## config.mk

```make
export PLATFORM = sky130hd
export DESIGN_NAME = sel_symbol_serializer_flat
export DESIGN_NICKNAME = d
export VERILOG_FILES = /design/src/rtl/sel_ser_pkg.sv /design/src/rtl/sel_symbol_serializer_if.sv /design/src/rtl/sel_sym_rom.sv /design/src/rtl/sel_symbol_serializer.sv /design/src/flat_wrapper.sv
export SDC_FILE = /design/constraint.sdc
export NUM_CORES = 1
export LEC_CHECK = 0
export ABC_AREA = 1
export CAP_MARGIN = 40
export CORE_ASPECT_RATIO = 1.1
export CORE_MARGIN = 4
export CORE_UTILIZATION = 68
export CTS_BUF_LIST = sky130_fd_sc_hd__clkbuf_4 sky130_fd_sc_hd__clkbuf_8 sky130_fd_sc_hd__clkbuf_16
export DETAILED_ROUTE_END_ITERATION = 8
export DONT_BUFFER_PORTS = 1
export PLACE_DENSITY = 0.9
export RECOVER_POWER = 100
export REMOVE_ABC_BUFFERS = 1
export SLEW_MARGIN = 10
export SYNTH_ARGS = -nofsm -noshare
export SYNTH_HDL_FRONTEND = slang
export SYNTH_HIERARCHICAL = 1
export SYNTH_SLANG_ARGS = --single-unit
```

## constraint.sdc

```tcl
create_clock -name clk -period 6 [get_ports clk]
set_input_delay 1.8 -clock clk [delete_from_list [all_inputs] [get_ports clk]]
set_output_delay 1.8 -clock clk [all_outputs]
set_load 0.02 [all_outputs]
```

## src/rtl/sel_ser_pkg.sv

```systemverilog
// ----------------------------------------------------------------------------
// sel_ser_pkg
// Shared types and constants for the selector-symbol serializer.
//   - serState_e   : transmit FSM state encoding
//   - SYM_*        : ASCII anchors used by the symbol lookup
//   - SEL_MAX      : highest selector index with a dedicated symbol
//   - FRAME_BITS   : bits per serial frame (start + 8 data [+ parity] + stop)
//   - evenParity() : even parity of a symbol
// Optional feature macro: SEL_SER_PARITY_EN (adds an even parity bit).
// ----------------------------------------------------------------------------
package sel_ser_pkg;

`ifdef SEL_SER_PARITY_EN
    typedef enum logic [2:0] {
        ST_IDLE,
        ST_START,
        ST_DATA,
        ST_PARITY,
        ST_STOP
    } serState_e;

    localparam int FRAME_BITS = 11;
`else
    typedef enum logic [1:0] {
        ST_IDLE,
        ST_START,
        ST_DATA,
        ST_STOP
    } serState_e;

    localparam int FRAME_BITS = 10;
`endif

    localparam logic [7:0] SYM_DIGIT_BASE = 8'h30;
    localparam logic [7:0] SYM_UPPER_BASE = 8'h41;
    localparam logic [7:0] SYM_LOWER_BASE = 8'h61;
    localparam logic [7:0] SYM_SPACE      = 8'h20;
    localparam logic [7:0] SYM_DOT        = 8'h2E;
    localparam logic [7:0] SYM_UNKNOWN    = 8'h3F;

    localparam logic [5:0] SEL_MAX = 6'd37;

    function automatic logic evenParity(input logic [7:0] data);
        return ^data;
    endfunction

endpackage

```

## src/rtl/sel_symbol_serializer_if.sv

```systemverilog
// ----------------------------------------------------------------------------
// sel_symbol_serializer_if
// Bundles the selector inputs and the serial/status outputs of the serializer.
//   sel1      : 6-bit character selector index (to serializer)
//   sel2      : phase bit, 1 selects lowercase letters (to serializer)
//   ovr_clr   : clears the sticky overrun flag (to serializer)
//   ser_out   : serial line, idles high (from serializer)
//   busy      : frame in flight (from serializer)
//   sym_valid : one-cycle pulse as a frame starts (from serializer)
//   sym_out   : symbol of the current/last frame (from serializer)
//   overrun   : sticky pending-overwrite flag (from serializer)
// Modports: master drives the selector side, slave is the serializer.
// ----------------------------------------------------------------------------
interface sel_symbol_serializer_if;
    logic [5:0] sel1;
    logic       sel2;
    logic       ovr_clr;
    logic       ser_out;
    logic       busy;
    logic       sym_valid;
    logic [7:0] sym_out;
    logic       overrun;

    modport master (
        output sel1, sel2, ovr_clr,
        input  ser_out, busy, sym_valid, sym_out, overrun
    );

    modport slave (
        input  sel1, sel2, ovr_clr,
        output ser_out, busy, sym_valid, sym_out, overrun
    );
endinterface

```

## src/rtl/sel_sym_rom.sv

```systemverilog
// ----------------------------------------------------------------------------
// sel_sym_rom
// Purely combinational selector-to-ASCII lookup.
//   sel1_i : selector index 0..63
//   sel2_i : phase bit, 1 selects lowercase for letter indices
//   sym_o  : 8-bit ASCII symbol
// Indices 0..9 are digits, 10..35 letters, 36 space, 37 dot, anything
// above SEL_MAX maps to '?'.
// ----------------------------------------------------------------------------
module sel_sym_rom
    import sel_ser_pkg::*;
(
    input  logic [5:0] sel1_i,
    input  logic       sel2_i,
    output logic [7:0] sym_o
);

    logic [7:0] selWide;

    assign selWide = {2'b00, sel1_i};

    // Range decode of the selector; the fall-through default covers the
    // unused indices above SEL_MAX.
    always_comb begin
        sym_o = SYM_UNKNOWN;
        if (sel1_i <= 6'd9) begin
            sym_o = SYM_DIGIT_BASE + selWide;
        end else if (sel1_i <= 6'd35) begin
            sym_o = (sel2_i ? SYM_LOWER_BASE : SYM_UPPER_BASE) + (selWide - 8'd10);
        end else if (sel1_i == 6'd36) begin
            sym_o = SYM_SPACE;
        end else if (sel1_i == SEL_MAX) begin
            sym_o = SYM_DOT;
        end
    end

endmodule

```

## src/rtl/sel_symbol_serializer.sv

```systemverilog
// ----------------------------------------------------------------------------
// sel_symbol_serializer
// Watches the upstream character selector, turns each change into an ASCII
// symbol and shifts it out as an asynchronous-style frame: start bit (0),
// 8 data bits LSB first, optional even parity bit, stop bit (1).
// Ports:
//   clk : system clock, rising edge
//   rst : synchronous active-high reset
//   bus : sel_symbol_serializer_if.slave (sel1/sel2/ovr_clr in,
//         ser_out/busy/sym_valid/sym_out/overrun out)
// Parameter:
//   BIT_DIV : clocks per serial bit, 1..255
// Optional feature macro: SEL_SER_PARITY_EN (inserts a PARITY state between
// DATA and STOP carrying ^sym_out).
// ----------------------------------------------------------------------------
module sel_symbol_serializer
    import sel_ser_pkg::*;
#(
    parameter int BIT_DIV = 4
) (
    input  logic                     clk,
    input  logic                     rst,
    sel_symbol_serializer_if.slave   bus
);

    localparam logic [7:0] LAST_TICK = 8'(BIT_DIV - 1);

    serState_e  state_q, state_d;
    logic [7:0] bitTimer_q, bitTimer_d;
    logic [2:0] bitIdx_q, bitIdx_d;
    logic [5:0] sel1_q;
    logic [7:0] pending_q, pending_d;
    logic       pendingValid_q, pendingValid_d;
    logic [7:0] symOut_q, symOut_d;
    logic       symValid_q, symValid_d;
    logic       serOut_q, serOut_d;
    logic       overrun_q, overrun_d;

    logic [7:0] romSym;
    logic       selChange;
    logic       bitDone;
    logic       consume;

    sel_sym_rom uSymRom (
        .sel1_i (bus.sel1),
        .sel2_i (bus.sel2),
        .sym_o  (romSym)
    );

    assign selChange = (bus.sel1 != sel1_q);
    assign bitDone   = (bitTimer_q == LAST_TICK);

    // The selector history register also loads during reset, so leaving
    // reset with an unchanged selector never produces an event.
    always_ff @(posedge clk) begin
        sel1_q <= bus.sel1;
        if (rst) begin
            state_q        <= ST_IDLE;
            bitTimer_q     <= 8'd0;
            bitIdx_q       <= 3'd0;
            pending_q      <= 8'h00;
            pendingValid_q <= 1'b0;
            symOut_q       <= 8'h00;
            symValid_q     <= 1'b0;
            serOut_q       <= 1'b1;
            overrun_q      <= 1'b0;
        end else begin
            state_q        <= state_d;
            bitTimer_q     <= bitTimer_d;
            bitIdx_q       <= bitIdx_d;
            pending_q      <= pending_d;
            pendingValid_q <= pendingValid_d;
            symOut_q       <= symOut_d;
            symValid_q     <= symValid_d;
            serOut_q       <= serOut_d;
            overrun_q      <= overrun_d;
        end
    end

    // Transmit FSM. The pending entry is consumed either from IDLE or at the
    // final tick of STOP, which is what lets frames run back to back.
    always_comb begin
        state_d    = state_q;
        bitTimer_d = bitTimer_q;
        bitIdx_d   = bitIdx_q;
        consume    = 1'b0;

        if (state_q != ST_IDLE) begin
            bitTimer_d = bitDone ? 8'd0 : bitTimer_q + 8'd1;
        end

        case (state_q)
            ST_IDLE: begin
                bitTimer_d = 8'd0;
                if (pendingValid_q) begin
                    consume = 1'b1;
                    state_d = ST_START;
                end
            end
            ST_START: begin
                if (bitDone) begin
                    state_d  = ST_DATA;
                    bitIdx_d = 3'd0;
                end
            end
            ST_DATA: begin
                if (bitDone) begin
                    if (bitIdx_q == 3'd7) begin
`ifdef SEL_SER_PARITY_EN
                        state_d = ST_PARITY;
`else
                        state_d = ST_STOP;
`endif
                    end else begin
                        bitIdx_d = bitIdx_q + 3'd1;
                    end
                end
            end
`ifdef SEL_SER_PARITY_EN
            ST_PARITY: begin
                if (bitDone) begin
                    state_d = ST_STOP;
                end
            end
`endif
            ST_STOP: begin
                if (bitDone) begin
                    if (pendingValid_q) begin
                        consume = 1'b1;
                        state_d = ST_START;
                    end else begin
                        state_d = ST_IDLE;
                    end
                end
            end
            default: begin
                state_d = ST_IDLE;
            end
        endcase
    end

    // Pending buffer, overrun flag and the registered serial line. A new
    // event always wins the pending slot; it only counts as an overrun when
    // the old entry is still unsent after this edge.
    always_comb begin
        symOut_d       = consume ? pending_q : symOut_q;
        symValid_d     = consume;
        pending_d      = pending_q;
        pendingValid_d = pendingValid_q;
        overrun_d      = overrun_q;
        serOut_d       = 1'b1;

        if (selChange) begin
            pending_d      = romSym;
            pendingValid_d = 1'b1;
        end else if (consume) begin
            pendingValid_d = 1'b0;
        end

        if (selChange && pendingValid_q && !consume) begin
            overrun_d = 1'b1;
        end else if (bus.ovr_clr) begin
            overrun_d = 1'b0;
        end

        // The line is registered from next-state values so it changes in
        // lockstep with the state register, without combinational glitches.
        case (state_d)
            ST_START:  serOut_d = 1'b0;
            ST_DATA:   serOut_d = symOut_d[bitIdx_d];
`ifdef SEL_SER_PARITY_EN
            ST_PARITY: serOut_d = evenParity(symOut_d);
`endif
            default:   serOut_d = 1'b1;
        endcase
    end

    assign bus.ser_out   = serOut_q;
    assign bus.busy      = (state_q != ST_IDLE);
    assign bus.sym_valid = symValid_q;
    assign bus.sym_out   = symOut_q;
    assign bus.overrun   = overrun_q;

endmodule

```

## src/flat_wrapper.sv

```systemverilog
// flat-port wrapper written by rule: the top's interface ports become plain ports
module sel_symbol_serializer_flat import sel_ser_pkg::*;
#(
    parameter int BIT_DIV = 4
)
  (clk, rst, bus_sel1, bus_sel2, bus_ovr_clr, bus_ser_out, bus_busy, bus_sym_valid, bus_sym_out, bus_overrun);
  sel_symbol_serializer_if bus_i ();
  input  logic clk;
  input  logic rst;
  input wire logic [$bits(bus_i.sel1)-1:0] bus_sel1;
  input wire logic [$bits(bus_i.sel2)-1:0] bus_sel2;
  input wire logic [$bits(bus_i.ovr_clr)-1:0] bus_ovr_clr;
  output wire logic [$bits(bus_i.ser_out)-1:0] bus_ser_out;
  output wire logic [$bits(bus_i.busy)-1:0] bus_busy;
  output wire logic [$bits(bus_i.sym_valid)-1:0] bus_sym_valid;
  output wire logic [$bits(bus_i.sym_out)-1:0] bus_sym_out;
  output wire logic [$bits(bus_i.overrun)-1:0] bus_overrun;
  assign bus_i.sel1 = bus_sel1;
  assign bus_i.sel2 = bus_sel2;
  assign bus_i.ovr_clr = bus_ovr_clr;
  assign bus_ser_out = bus_i.ser_out;
  assign bus_busy = bus_i.busy;
  assign bus_sym_valid = bus_i.sym_valid;
  assign bus_sym_out = bus_i.sym_out;
  assign bus_overrun = bus_i.overrun;
  sel_symbol_serializer #(.BIT_DIV(BIT_DIV)) u_core (.clk(clk), .rst(rst), .bus(bus_i));
endmodule
```

Word level (Yosys, flattened, before mapping)
Index checks and enable logic that the tools add are counted.
{"block": "op_classes", "addsub": 5, "mul": 0, "n_div": 0, "n_lt_le_gt_ge": 3, "n_eq_ne": 10, "shifts": 0, "n_mux": 28, "bitwise": 0, "reduce_logical": 8}
{"operator": "$mux 8", "n": 4}
{"operator": "$eq 6x6->1 const B", "n": 2}
{"operator": "$mux 2", "n": 5}
{"operator": "$mux 5", "n": 2}
{"operator": "$mux 3", "n": 3}
{"operator": "$add 7x8->8", "n": 1}
{"operator": "$add 8x1->8 const B", "n": 1}
{"operator": "$eq 8x2->1 const B", "n": 1}
{"operator": "$mux 1", "n": 8}
{"operator": "$pmux 2 s4", "n": 1}
{"operator": "$add 6x6->7 const A", "n": 1}
{"operator": "$sub 6x4->7 const B", "n": 1}
{"operator": "$eq 2x2->1 const B", "n": 3}
{"operator": "$le 6x4->1 const B", "n": 1}
{"operator": "$le 6x6->1 const B", "n": 1}
{"operator": "$mux 6", "n": 1}
{"operator": "$ne 6x6->1", "n": 1}
{"operator": "$pmux 3 s2", "n": 1}
{"operator": "$reduce_bool 2->1", "n": 3}
{"operator": "$eq 2x1->1 const B", "n": 2}
{"operator": "$lt 3x4->1 const B", "n": 1}
{"operator": "$pmux 1 s2", "n": 2}
{"operator": "$add 3x1->3 const B", "n": 1}
{"operator": "$bmux 1 s3", "n": 1}
{"operator": "other kinds (5)", "n": 6}
{"block": "totals", "register_bits": 39, "latchBits": 0, "mem_bits_rw": 0, "romBits": 0, "input_bits": 10, "out_inout_bits": 12, "elab_cells": 64, "n_memories": 0}

Longest topological paths before layout
{"block": "depth", "depth_word": 7, "mapped_depth": 17, "mapped_depth_nobuf": 16}

By module
The synthesis kept the hierarchy.
{"mod": "sel_symbol_serializer", "n_inst": 1, "cells_per_inst": 269, "area_per_inst_um2": 1934.4, "seq_area_each_um2": 780.7}
{"mod": "sel_sym_rom", "n_inst": 1, "cells_per_inst": 106, "area_per_inst_um2": 554.3, "seq_area_each_um2": 0.0}

Least setup slack after synthesis
Ideal clock, no wire load.
{"block": "synth_path", "path_kind": "in2reg", "start": "input bus_sel1[1]", "end": "register u_core.pending_q[6]", "setup_time_ps": 132, "arrival_time_ps": 3189, "t_required_ps": 5868, "slack_ps": 2679, "path_stages": 16, "path_buffers": 0, "cell_sequence": "inv_1 > ha_1 > inv_1 > nand2_1 > nand2_1 > xor2_1 > ha_1 > inv_1 > nor2_1 > nand2_1 > nand2_1 > nand2_1 > nand2_1 > nand2_1 > nand2_1 > a21oi_1"}
{"block": "synth_between", "elab_chain_len": 4, "elab_cells_between_ends": 8, "cone_classes": "3 x add/sub; 2 x order compare; 1 x eq/ne; 2 x mux"}
{"item": "start: declaration", "line_no": "flat_wrapper.sv:10", "source": "input wire logic [$bits(bus_i.sel1)-1:0] bus_sel1;"}
{"item": "$sub 6x4->7", "line_no": "sel_sym_rom.sv:29", "source": "sym_o = (sel2_i ? SYM_LOWER_BASE : SYM_UPPER_BASE) + (selWide - 8'd10);"}
{"item": "$add 7x8->8", "line_no": "sel_sym_rom.sv:29"}
{"item": "$mux 8", "line_no": "sel_sym_rom.sv:28", "source": "end else if (sel1_i <= 6'd35) begin"}
{"item": "$mux 8 *", "line_no": "sel_sym_rom.sv:26", "source": "if (sel1_i <= 6'd9) begin"}
{"item": "named net u_core.romSym[6]", "line_no": "sel_symbol_serializer.sv:39", "source": "logic [7:0] romSym;"}
{"item": "end signal: assignment", "line_no": "sel_symbol_serializer.sv:71", "source": "pending_q <= pending_d;"}
{"item": "end: declaration", "line_no": "sel_symbol_serializer.sv:32", "source": "logic [7:0] pending_q, pending_d;"}
Mark *: on every way through the listed nets, which the timed path passes. The rest lies on a longest branch.
A chain may end at the register's enable or synchronous reset.

Worst setup path after layout
{"block": "layout_path", "start": "register u_core.state_q[0]", "end": "output bus_busy"}
{"block": "layout_between", "elab_chain_len": 1}
{"item": "start: declaration", "line_no": "sel_symbol_serializer.sv:28", "source": "serState_e state_q, state_d;"}
{"item": "start signal: assignment", "line_no": "sel_symbol_serializer.sv:68", "source": "state_q <= state_d;"}
{"item": "$reduce_bool 2->1", "line_no": "sel_symbol_serializer.sv:179", "source": "assign bus.busy = (state_q != ST_IDLE);"}
{"item": "end: declaration", "line_no": "flat_wrapper.sv:14", "source": "output wire logic [$bits(bus_i.busy)-1:0] bus_busy;"}
No other way between the ends.

==> flow_summary.toml <==
[run_status]
outcome = "finished clean"

[routing]
dr.pass1.iters = 4
routedWlPerCell_um = 12.2
drt_iter0_drc = 204
route.detailed.drc = 0
vias = 2321
routed_via_density = 5.44
drt-total-wl_mm = 5.21
detail-route-antenna-nets = 0

[worst_setup_path]
crit_path_frequent_cell = "inv_1"
reg2regPathDepth = 14
crit_chain = "inv_1 > ha_1 > inv_1"
worstReg2RegStart = "u_core/state_q[0]"
path_class = "reg -> out"
crit_slowest_cell = "dfxtp_1"
critical_path_arrival_ns = 1.44
startpoint_type = "flop"
regToRegEndpoint = "u_core/bus.ser_out"
cpPeakStageDelay_ns = 0.40
critical_path.max_fanout = 5
cp_num_buf_inv = 2
cp-end-kind = "output port"
r2r_setup_slack_ns = 3.06
crit_family = "buffers and inverters"
crit_required_ns = 4.20

[finish]
drive_gt1_share_pct = 6.07
fin_nets = 405
final_util_pct = 74.5
synthToLayoutAreaGrowth_pct = 2.97
fillers = 274
diodes = 0

[timing]
setup_ws_ns = 2.76
layout_worst_path_cycle_share_pct = 54.0
hold_viol = 0
hold_ws_ns = 0.459
tns_ns = 0
rsz0062_at_grt = "false"
worst_pin_slew_ns = 0.589
clock_skew_ns = 0.00663
drv_slew = 0
post-route-min-period_ns = 3.24
fmax_mhz = 309
finalSetupViolations = 0
relSlewSlack_pct = 60.7

[worst_hold_path]
worstHoldPathType = "reg -> reg"
holdPathEnd = "u_core/pending_q[4]"
hold_depth = 2
hold_start = "u_core/pending_q[4]"

[die]
dieArea_sq_um = 4690
die_y_um = 71.5
ios = 22
initial_core_util_pct = 72.3
core_area_sq_um = 3440
die_x_um = 65.7
rows = 22

[global_route]
grt_usage_pct = 24.4
grt_pass1_vias = 2100
grt_pass1_wl_mm = 9.16
grt_max_degree = 23
grt_overflow = 0
antenna_found_initial = 0

[clocking]
insertion_delay_ns = 0.35
cts_setup_buffers = 0
cts_resized = 0
clkTransAtPathRegs_ns = 0.12
root_buffer = "clkbuf_4"
clk_path_buf_depth = 2
cts_buffers = 5
htree_levels = 2
cts_tree = "built"
cts_hold_buf = 0
cts_sinks = 39

[yosys]
synth-edff-count = 0
syn_inst = 375
synth_cell_types = 37
syn_area_sq_um = 2490
yosysWarnings = 6
ys_ff_latch = 39
async_flop_share_pct = 0
synth_area_per_cell_sq_um = 6.64
yosysSeqAreaShare_pct = 31.4
synth_ff_type = "dfxtp_1"

[pwr]
irDropWorstVdd_v = 0.000227
p_leak_nw = 1.27
p_per_area_nw_per_um2 = 232

[place]
place_congestion = 0.877
dp_hpwl_mm = 3.84
pre_cts_slack_ns = 2.49
portBuffers = 0

[job]
drv_cap = 0
-- cell usage after synthesis (2+ instances only) --
| master | instances | area, sq um |
|---|---|---|
| o21a_1 | 3 | 22.5 |
| nor2_1 | 46 | 173 |
| nand4_1 | 5 | 31.3 |
| nor4_1 | 2 | 12.5 |
| nand3b_1 | 7 | 52.6 |
| inv_2 | 6 | 22.5 |
| ha_1 | 17 | 213 |
| nor3_1 | 2 | 10.0 |
| xnor2_1 | 4 | 35.0 |
| nand2_1 | 107 | 402 |
| nor2_2 | 3 | 18.8 |
| a21oi_1 | 15 | 75.1 |
| nand2_4 | 3 | 33.8 |
| nand2_2 | 5 | 31.3 |
| o21ai_0 | 9 | 45.0 |
| nor2_4 | 2 | 22.5 |
| clkbuf_1 | 2 | 7.51 |
| buf_6 | 2 | 22.5 |
| dfxtp_1 | 39 | 781 |
| inv_1 | 49 | 184 |
| nand3_1 | 30 | 150 |
| o21ai_1 | 2 | 10.0 |
-- cell usage in the layout (no fill, tap or decap), types with 4 or more instances in the layout --
cell type	count
nand2_2	5
nand4_1	5
inv_1	52
nand2_1	109
a21oi_1	16
clkbuf_4	5
nand3b_1	7
o21ai_0	11
nand3_1	31
dfxtp_1	39
nor2_1	47
xnor2_1	4
ha_1	17
-- worst max-delay path by stage --
stage / startpoint / end / cells past startpoint
after CTS: u_core/state_q[0] / bus_busy / 3
final: u_core/state_q[0] / bus_busy / 3
after floorplan: bus_sel1[1] / u_core/pending_q[6] / 16
after global placement: bus_sel1[1] / u_core/pending_q[6] / 16
after global routing: bus_sel1[1] / u_core/pending_q[6] / 16
after detailed placement: bus_sel1[1] / u_core/pending_q[6] / 16
-- routing by layer --
| metal | global-route usage, % | vias up | part of all wire [%] |
|---|---|---|---|
| met5 | 0 | - | 0 |
| met4 | 9.22 | 0 | 2.1 |
| met3 | 5.49 | 12 | 5.9 |
| met2 | 40.0 | 65 | 48 |
| met1 | 31.2 | 1047 | 44 |
| li1 | - | 1197 | - |
-- state kept, by name, summed over array words and instances (netlist names) --
| name | cells |
|---|---|
| u_core/pendingValid_q | 1 |
| u_core/bus.sym_valid | 1 |
| u_core/bitTimer_q | 8 |
| u_core/bus.sym_out | 8 |
| u_core/bus.ser_out | 1 |
| u_core/bus.overrun | 1 |
| u_core/bitIdx_q | 3 |
| u_core/state_q | 2 |
| u_core/sel1_q | 6 |
| u_core/pending_q | 8 |
-- worst register-to-register path: stages (launching register included) --
cell and delay [ns]:
dfxtp_1 0.40, inv_1 0.11, ha_1 0.42, inv_1 0.12, nand2_2 0.04, a21oi_1 0.47, nand2_1 0.39, o21ai_0 0.38
nand2_1 0.10, nand3_1 0.11, nand2_1 0.08, nand2_1 0.08, nand3_1 0.07, nand2_1 0.07, inv_1 0.03
-- power by group --
group / internal, mW / total (mW) / switching, mW
Sequential: 0.277 / 0.297 / 0.0205
Clock: 0.0877 / 0.180 / 0.0925
Combinational: 0.0425 / 0.116 / 0.0738
-- final cells by class --
class | count | area [sq um] | share of cell area, %
clock buffers | 5 | 37.5 | 1.46
inverters | 56 | 210 | 8.20
multi-input cells | 276 | 1430 | 55.8
clock inverters | 3 | 43.8 | 1.71
flip-flops and latches | 39 | 781 | 30.5
well taps | 48 | 60.1 | 2.34
-- through the flow --
step | cell area [sq um] | cells | power [mW]
after floorplan | 2460 | 371 | 0.398
after global placement | 2520 | 419 | 0.418
after detailed placement | 2520 | 419 | 0.421
after CTS | 2600 | 427 | 0.602
after global routing | 2560 | 427 | 0.631
final | 2560 | 427 | 0.594
-- cells by family after synthesis --
kind of cell               Yosys count  share of synthesized area, %
adders and majority gates           17                          8.55
DFF                                 39                          31.4
and+or+nand+nor                    216                          39.4
buffers and inverters               60                          9.65
xor gates and xnor gates             5                          1.76
AOI/OAI and AO/OA                   38                          9.25
(Power assumes the default switching activity.)
